`config.mk`:
```
export PLATFORM = sky130hd
export DESIGN_NAME = uart_rx_ctrl
export DESIGN_NICKNAME = d
export VERILOG_FILES = /design/src/rtl/uart_rx_ctrl.sv
export SDC_FILE = /design/constraint.sdc
export NUM_CORES = 1
export LEC_CHECK = 0
export BUFFER_PORTS_ARGS = -buffer_cell sky130_fd_sc_hd__buf_2
export CAP_MARGIN = 20
export CELL_PAD_IN_SITES_DETAIL_PLACEMENT = 1
export CELL_PAD_IN_SITES_GLOBAL_PLACEMENT = 2
export CORE_UTILIZATION = 34
export DETAILED_ROUTE_END_ITERATION = 10
export PLACE_DENSITY_LB_ADDON = 0.1
export SETUP_SLACK_MARGIN = 0.15
export SYNTH_ARGS = -nofsm -noshare
export SYNTH_HDL_FRONTEND = slang
export SYNTH_SLANG_ARGS = --single-unit
```
`constraint.sdc`:
```
create_clock -name clk -period 2.82 [get_ports clk]
set_clock_uncertainty 0.05 [all_clocks]
set_input_delay 0.141 -clock clk [delete_from_list [all_inputs] [get_ports clk]]
set_output_delay 0.141 -clock clk [all_outputs]
set_load 0.01 [all_outputs]
```
`src/rtl/uart_rx_ctrl.sv`:
```
// uart_rx_ctrl: UART receive sequencer (start detect, bit timing, LSB-first deserialise, parity/stop check); parity checking enabled by UART_RX_PAR_CHK_EN
module uart_rx_ctrl #(
  parameter int PRESCALE = 8
) (
  input  logic       clk,
  input  logic       rst,
  input  logic       rx_in,
  input  logic       par_en,
  input  logic       par_typ,
  input  logic [3:0] bit_count,
  output logic       bit_cnt_en,
  output logic       edge_done,
  output logic       par_en_lat,
  output logic [7:0] data_out,
  output logic       data_valid,
  output logic       par_err,
  output logic       stop_err,
  output logic       busy
);
  localparam int W = $clog2(PRESCALE);
  localparam logic [W-1:0] LAST = W'(PRESCALE - 1);
  localparam logic [W-1:0] MID = W'(PRESCALE / 2);
  typedef enum logic [2:0] {IDLE, START, DATA, PARITY, STOP, DONE} state_t;
  state_t state_q, state_d;
  logic [W-1:0] edge_cnt_q, edge_cnt_d;
  logic [7:0] shreg_q, shreg_d, data_out_q, data_out_d;
  logic par_en_lat_q, par_en_lat_d, par_flag_q, par_flag_d, stop_flag_q, stop_flag_d;
  logic data_valid_q, data_valid_d, par_err_q, par_err_d, stop_err_q, stop_err_d;
  logic tick, par_bad;
`ifdef UART_RX_PAR_CHK_EN
  assign par_bad = ^shreg_q ^ rx_in ^ par_typ;
`else
  logic unused_par_typ;
  assign unused_par_typ = par_typ;
  assign par_bad = 1'b0;
`endif
  assign busy = state_q != IDLE;
  assign bit_cnt_en = busy && state_q != DONE;
  assign tick = edge_cnt_q == MID;
  assign edge_done = bit_cnt_en && edge_cnt_q == LAST;
  assign par_en_lat = par_en_lat_q;
  assign data_out = data_out_q;
  assign data_valid = data_valid_q;
  assign par_err = par_err_q;
  assign stop_err = stop_err_q;
  always_comb begin
    state_d = state_q;
    edge_cnt_d = bit_cnt_en ? (edge_done ? '0 : edge_cnt_q + 1'b1) : '0;
    shreg_d = shreg_q;
    data_out_d = data_out_q;
    par_en_lat_d = par_en_lat_q;
    par_flag_d = par_flag_q;
    stop_flag_d = stop_flag_q;
    data_valid_d = 1'b0;
    par_err_d = 1'b0;
    stop_err_d = 1'b0;
    case (state_q)
      IDLE: if (!rx_in) begin
        state_d = START;
        edge_cnt_d = W'(1);
        par_en_lat_d = par_en;
        par_flag_d = 1'b0;
        stop_flag_d = 1'b0;
      end
      START: begin
        if (tick && rx_in) begin
          state_d = IDLE;
          edge_cnt_d = '0;
        end else if (edge_done) state_d = DATA;
      end
      DATA: begin
        if (tick) shreg_d = {rx_in, shreg_q[7:1]};
        if (edge_done && bit_count == 4'd8) state_d = par_en_lat_q ? PARITY : STOP;
      end
      PARITY: begin
        if (tick) par_flag_d = par_bad;
        if (edge_done) state_d = STOP;
      end
      STOP: begin
        if (tick) stop_flag_d = !rx_in;
        if (edge_done) state_d = DONE;
      end
      DONE: begin
        state_d = IDLE;
        data_valid_d = !par_flag_q && !stop_flag_q;
        data_out_d = data_valid_d ? shreg_q : data_out_q;
        par_err_d = par_flag_q;
        stop_err_d = stop_flag_q;
      end
      default: state_d = IDLE;
    endcase
  end
  always_ff @(posedge clk) begin
    if (rst) begin
      state_q <= IDLE;
      edge_cnt_q <= '0;
      shreg_q <= '0;
      data_out_q <= '0;
      par_en_lat_q <= 1'b0;
      par_flag_q <= 1'b0;
      stop_flag_q <= 1'b0;
      data_valid_q <= 1'b0;
      par_err_q <= 1'b0;
      stop_err_q <= 1'b0;
    end else begin
      state_q <= state_d;
      edge_cnt_q <= edge_cnt_d;
      shreg_q <= shreg_d;
      data_out_q <= data_out_d;
      par_en_lat_q <= par_en_lat_d;
      par_flag_q <= par_flag_d;
      stop_flag_q <= stop_flag_d;
      data_valid_q <= data_valid_d;
      par_err_q <= par_err_d;
      stop_err_q <= stop_err_d;
    end
  end
endmodule

```
==> metrics.cfg, run 1 <==
[setup_path]
cp-start-kind = flip-flop
cpMaxStageDelayCell = dfxtp_1
reg2reg_slack_ns = 1.03
reg2reg_to = state_q[2]
end_kind = primary output
cp.arrival_ns = 1.70
critPathRequiredTime_ns = 2.63
path_max_fanout = 18
cp_slowest_stage_delay_ns = 0.76
r2r-start = state_q[0]
r2r.worst_path.cells = 4
crit_chain = xor2_2, or2_2, buf_2
worstSetupPathType = reg2out

[drt]
drt_iter0_markers = 18
via_count = 944
routed_via_density = 4.87
final_antenna_net_count = 0
dr.pass1.iters = 4
wl_per_cell_um = 12.8
wl_um = 2490
drcViolationCount = 0

[die]
start_util_pct = 35.7
io_pins = 24
die_area_um2 = 3750
die_y_um = 61.2
rows = 21
core_um2 = 3340
die_w_um = 61.2

[job]
drv_cap = 0

[finish]
num-nets-final = 161
final_area_um2 = 1360
syn_to_final_growth_pct = 13.6
n_antenna_cell = 0
drive_above_1_share_pct = 20.3

[clocking]
cts_root_buf = clkbuf_4
cts-htree-levels = 1
clock_path_buffers = 2
holdBufCountCts = 1
cts_num_sinks = 26
post_cts_resize_count = 0
cts_tree = built
cts_made_buffers = 3
post_cts_buffers = 0
path_clk_slew_ns = 0.15
insertion_delay_ns = 0.32

[synthesis]
yosys_warnings = 0
synth_top_area_share_pct = 43.7
yosys.area_share.simple_pct = 26.2
synth_top_area_cell = dfxtp_1
ys_seq_elements = 26
synth_mux_area_share_pct = 7.56
netlist_area_um2 = 1190
synth_area_leaders = dfxtp_1 (44%), mux2i_1 (7.6%), nand2_1 (6.3%), a21oi_1 (4.2%), nor2_1 (4.1%)
synth-edff-count = 0
syn_area_per_cell_um2 = 9.10
synth_top_family_by_area = simple AND/OR/NAND/NOR gates
ys_seq_area_share_pct = 43.7
synth_async_sr_flop_share_pct = 0
netlist_instances = 131
synth_compound_area_share_pct = 11.5
synthAdderAreaFrac_pct = 3.15
synthXorXnorAreaFrac_pct = 1.36
synth_flop_cell = dfxtp_1
synth_cell_types = 40
syn-num-nets = 143

[pwr]
power_density_nw_per_um2 = 578
leakage_nw = 0.532
irDropWorstVdd_mv = 0.307

[global_route]
antenna_found_initial = 0
grt_first_pass_wirelength_um = 4000
grt_usage_pct = 14.6
grt_pass1_vias = 848
grt-ovfl-total = 0
grt_max_degree = 29

[sta]
final_max_slew_viol_count = 0
period_minus_slack_ns = 1.89
fin_crit_sh_pct = 66.9
grt_setup_unrepaired = false
setup_viol = 0
postLayoutSetupSlackWorst_ns = 0.932
hold_viol_final = 0
slew_headroom_pct = 57.5
fin_setup_tns_ns = 0
fmax_mhz = 530
worst_slew_pin_slew_ns = 0.637

[min_path]
hold_path_class = in2reg
worstHoldStart = rx_in
min_to = shreg_q[7]
whs_path_depth = 3

[place]
place.gp.congestion = 0.680
io_buffers = 21
dpl-instance-area_um2 = 1290
pre_cts_slack_ns = 1.06
dp_hpwl_um = 1670

[status]
status = completed

[power by group]
part	internal, W	leakage, nW	switching [W]
logic	0.0000523	0.294	0.0000576
registers	0.000379	0.210	0.0000333
clock network	0.000144	0.0279	0.000116
[cell type report]
| class | count | area [um^2] |
|---|---|---|
| Timing Repair Buffer | 22 | 115 |
| Tap cell | 46 | 57.6 |
| Clock buffer | 3 | 22.5 |
| Clock inverter | 1 | 30.0 |
| Fill cell | 415 | 1980 |
| Inverter | 3 | 11.3 |
| Sequential cell | 26 | 520 |
| Multi-Input combinational cell | 93 | 598 |
[worst max-delay path, delay by kind of cell (launching register included)]
family / cells / cell delay [ns]
buf+inv: 1 / 0.14
simple gates: 1 / 0.29
xor+xnor: 1 / 0.18
flops: 1 / 0.76
[flip-flops by register name, summed over array words and instances, names as in the netlist]
signal       cells
par_en_lat       1
data_out         8
state_q          3
stop_flag_q      1
data_valid       1
stop_err         1
edge_cnt_q       3
shreg_q          8
[through the flow]
stage	utilization, %	power, W	hold slack, ns	std cells
after global placement	38.7	0.000526	0.321	189
final	40.6	0.000783	0.101	194
after CTS	40.6	0.000797	0.0843	194
after detailed placement	38.7	0.000530	0.341	189
after global routing	40.6	0.000827	0.119	194
after floorplan	-	0.000509	0.238	131
[logic make-up after synthesis]
kind of cell               count (synthesis)
and+or+nand+nor                           57
DFF                                       26
AOI/OAI and AO/OA                         22
buffers and inverters                     12
muxes                                      9
adders and majority gates                  3
other                                      1
xor gates and xnor gates                   1
[cell usage after synthesis (all sizes together) (2+ instances only)]
cell type	count
inv	3
mux2i	9
a211oi	3
or2	2
ha	3
and4b	2
or3	3
nor2	14
clkbuf	3
nand2b	2
o21ai	3
dfxtp	26
nor4b	2
buf	6
a21oi	10
nor2b	3
nand2	20
nor3	2
[how the worst max path moves through the flow]
stage	from	endpoint	slack, ns	cells past startpoint
after floorplan	edge_cnt_q[0]	shreg_q[0]	1.36	6
after global placement	state_q[0]	state_q[2]	1.06	4
after detailed placement	state_q[0]	state_q[2]	1.06	4
after CTS	state_q[0]	bit_cnt_en	0.90	3
after global routing	state_q[0]	bit_cnt_en	0.80	3
final	state_q[0]	bit_cnt_en	0.93	3
[cells in the final DEF, fill, tap and decap left out, types with 2 or more instances in the layout]
cell type | netlist | routed
a21oi_1 | 10 | 10
inv_1 | 3 | 3
a211oi_1 | 3 | 3
nor4b_1 | 2 | 2
clkbuf_4 | 0 | 3
nor2b_1 | 3 | 3
or3_1 | 3 | 3
o21ai_0 | 2 | 2
ha_1 | 3 | 3
dfxtp_1 | 26 | 26
mux2i_1 | 9 | 9
nand2_1 | 20 | 20
and4b_1 | 2 | 2
buf_2 | 2 | 21
nor2_1 | 13 | 13
[metal layers]
metal  vias up  part of all wire (%)  wire length (um)  global-route usage [%]
li1        480                     -                 -                       -
met1       441                    52              1290                    21.4
met2        19                    44              1080                    21.6
met3         4                   3.5                87                    1.89
met4         0                   1.0                26                    5.84
met5         -                     0                 0                       0
No activity file was read; power rests on OpenSTA's default activity.
==> run 2, diff against run 1 <==
--- a/config.mk
+++ b/config.mk
@@ -5,11 +5,12 @@
 export SDC_FILE = /design/constraint.sdc
 export NUM_CORES = 1
 export LEC_CHECK = 0
+export ABC_AREA = 1
 export BUFFER_PORTS_ARGS = -buffer_cell sky130_fd_sc_hd__buf_2
 export CAP_MARGIN = 20
 export CELL_PAD_IN_SITES_DETAIL_PLACEMENT = 1
 export CELL_PAD_IN_SITES_GLOBAL_PLACEMENT = 2
-export CORE_UTILIZATION = 34
+export CORE_UTILIZATION = 27
 export DETAILED_ROUTE_END_ITERATION = 10
 export PLACE_DENSITY_LB_ADDON = 0.1
 export SETUP_SLACK_MARGIN = 0.15
==> constraint.sdc (replaced) <==
create_clock -name clk -period 1.73 [get_ports clk]
set_clock_uncertainty 0.05 [all_clocks]
set_input_delay 0.0865 -clock clk [delete_from_list [all_inputs] [get_ports clk]]
set_output_delay 0.0865 -clock clk [all_outputs]
set_load 0.01 [all_outputs]
==> run 2 against run 1 <==
Utilization fell by 7.6 points. Critical endpoint is now edge_done. Cell count up 21%. Setup slack lost 0.65 ns. Sequential power rose by 88%. First-iteration DRC count grew 44%. Routed wire length is 18% higher. Via count up 14%. Non-clock buffer count increased by 1. Power increased to 2.8 times the previous value.
==> metrics.cfg, run 2 <==
[status]
status = completed

[setup_path]
crit_family = flip-flops
end_kind = primary output
r2r.worst_path.cells = 10
reg2reg_slack_ns = 0.33
path_max_fanout = 5
cp_slowest_stage_delay_ns = 0.47
cp-start-kind = flip-flop
critPathRequiredTime_ns = 1.59
cpMaxStageDelayCell = dfxtp_1
crit_chain = inv_2, nand3_2, nand3_4, inv_1, buf_2
path_buf_inv = 3
reg2reg_to = state_q[1]
worstSetupPathType = reg2out
r2r-start = state_q[1]
cp.arrival_ns = 1.31

[synthesis]
synth_cell_types = 26
synth_flop_cell = dfxtp_1
synth_top_area_cell = dfxtp_1
netlist_area_um2 = 1230
netlist_instances = 161
yosys_warnings = 0
ys_seq_area_share_pct = 42.3
syn-num-nets = 173
syn_area_per_cell_um2 = 7.65
synth_top_area_share_pct = 42.3
synth_area_leaders = dfxtp_1 (42%), nor2_1 (13%), o21ai_0 (6.9%), nand2_4 (4.6%), nand2_1 (4.0%)
synth-edff-count = 0
synthTopCellsByCount = nor2_1 (41), dfxtp_1 (26), o21ai_0 (17)
ys_seq_elements = 26
synth_async_sr_flop_share_pct = 0
synth_most_common_cell = nor2_1

[sta]
hold_viol_final = 0
fin_crit_sh_pct = 83.6
grt_setup_unrepaired = false
period_minus_slack_ns = 1.45
fin_setup_tns_ns = 0
fmax_mhz = 691
worst_slew_pin_slew_ns = 0.527
setup_viol = 0
hold_ws_ns = 0.0131
slew_headroom_pct = 64.8
final_max_slew_viol_count = 0

[global_route]
grt_max_degree = 21
grt_pass1_vias = 1148
antenna_found_initial = 0
grt_usage_pct = 12.9
grt-ovfl-total = 0
grt_first_pass_wirelength_um = 5060

[clocking]
insertion_delay_ns = 0.27
cts_root_buf = clkbuf_8
post_cts_buffers = 0
cts_made_buffers = 3
cts_num_sinks = 26
holdBufCountCts = 0
clock_path_buffers = 2
cts_tree = built
cts-htree-levels = 1
path_clk_slew_ns = 0.09

[min_path]
min_to = state_q[0]
hold_path_class = in2reg
worstHoldStart = rst
whs_path_depth = 2

[drt]
wl_per_cell_um = 12.4
routed_via_density = 4.57
drt_iter0_markers = 26
wl_um = 2930
drcViolationCount = 0
via_count = 1073
final_antenna_net_count = 0
dr.pass1.iters = 2

[job]
drv_cap = 0

[die]
io_pins = 24
die_y_um = 69.5
die_w_um = 69.5
die_area_um2 = 4830
start_util_pct = 28.3
rows = 24
core_um2 = 4350

[place]
io_buffers = 21
place.gp.congestion = 0.718
dp_hpwl_um = 2260

[finish]
num-nets-final = 197
n_antenna_cell = 0
final_cell_mix = nor2_1 (41), dfxtp_1 (26), buf_2 (21)
syn_to_final_growth_pct = 16.7
drive_above_1_share_pct = 28.4
final_common_cell = nor2_1

[pwr]
power_density_nw_per_um2 = 1510
leakage_nw = 0.714
irDropWorstVdd_mv = 0.311

[run 2: final cells by class]
type                            instances  area [um^2]
Fill cell                             547         2920
Multi-Input combinational cell        112          617
Sequential cell                        26          520
Timing Repair Buffer                   23          120
Inverter                               19         72.6
Tap cell                               52         65.1
Clock buffer                            3         41.3
[run 2: metal layers]
layer  vias up  share of wire, %  GRT usage (%)
li1        555                 -              -
met1       498                46           14.8
met2        15                50           23.9
met3         5               2.8           2.03
met4         0               1.3           4.08
met5         -                 0              0
[run 2: worst max-delay path by stage]
stage / from / end / cells after the start
after global placement: state_q[2] / data_out[1] / 5
after CTS: state_q[2] / data_out[1] / 5
final: state_q[1] / edge_done / 5
after floorplan: edge_cnt_q[0] / state_q[1] / 10
after global routing: state_q[1] / edge_done / 5
after detailed placement: state_q[2] / data_out[1] / 5
[run 2: kinds of logic after synthesis]
group | share of synthesized area [%]
other | 0.305
flip-flops | 42.3
adder cells (fa/ha/maj) | 3.05
buffers and inverters | 8.03
AND/OR/NAND/NOR | 35.9
AO/OA/AOI/OAI | 10.5
[run 2: stage by stage]
stage | std cells | power, W | utilization (%) | instance area, um^2 | setup WS, ns
after floorplan | 161 | 0.00161 | - | 1230 | 0.454
after global placement | 232 | 0.00184 | 31.9 | 1390 | 0.255
after detailed placement | 232 | 0.00187 | 31.9 | 1390 | 0.213
after CTS | 235 | 0.00221 | 32.9 | 1430 | 0.192
after global routing | 235 | 0.00236 | 33.0 | 1440 | 0.188
final | 235 | 0.00217 | 33.0 | 1440 | 0.283
[run 2: report_power, final]
part,internal [W],switching [W]
sequential,0.000679,0.0000966
clock,0.000156,0.000180
combinational,0.000386,0.000677
[run 2: what timing repair did]
item | CTS | global route
endpoints found under the hold margin | 0 | 0
resized for setup | 0 | 1
endpoints found under the setup margin | 0 | 5
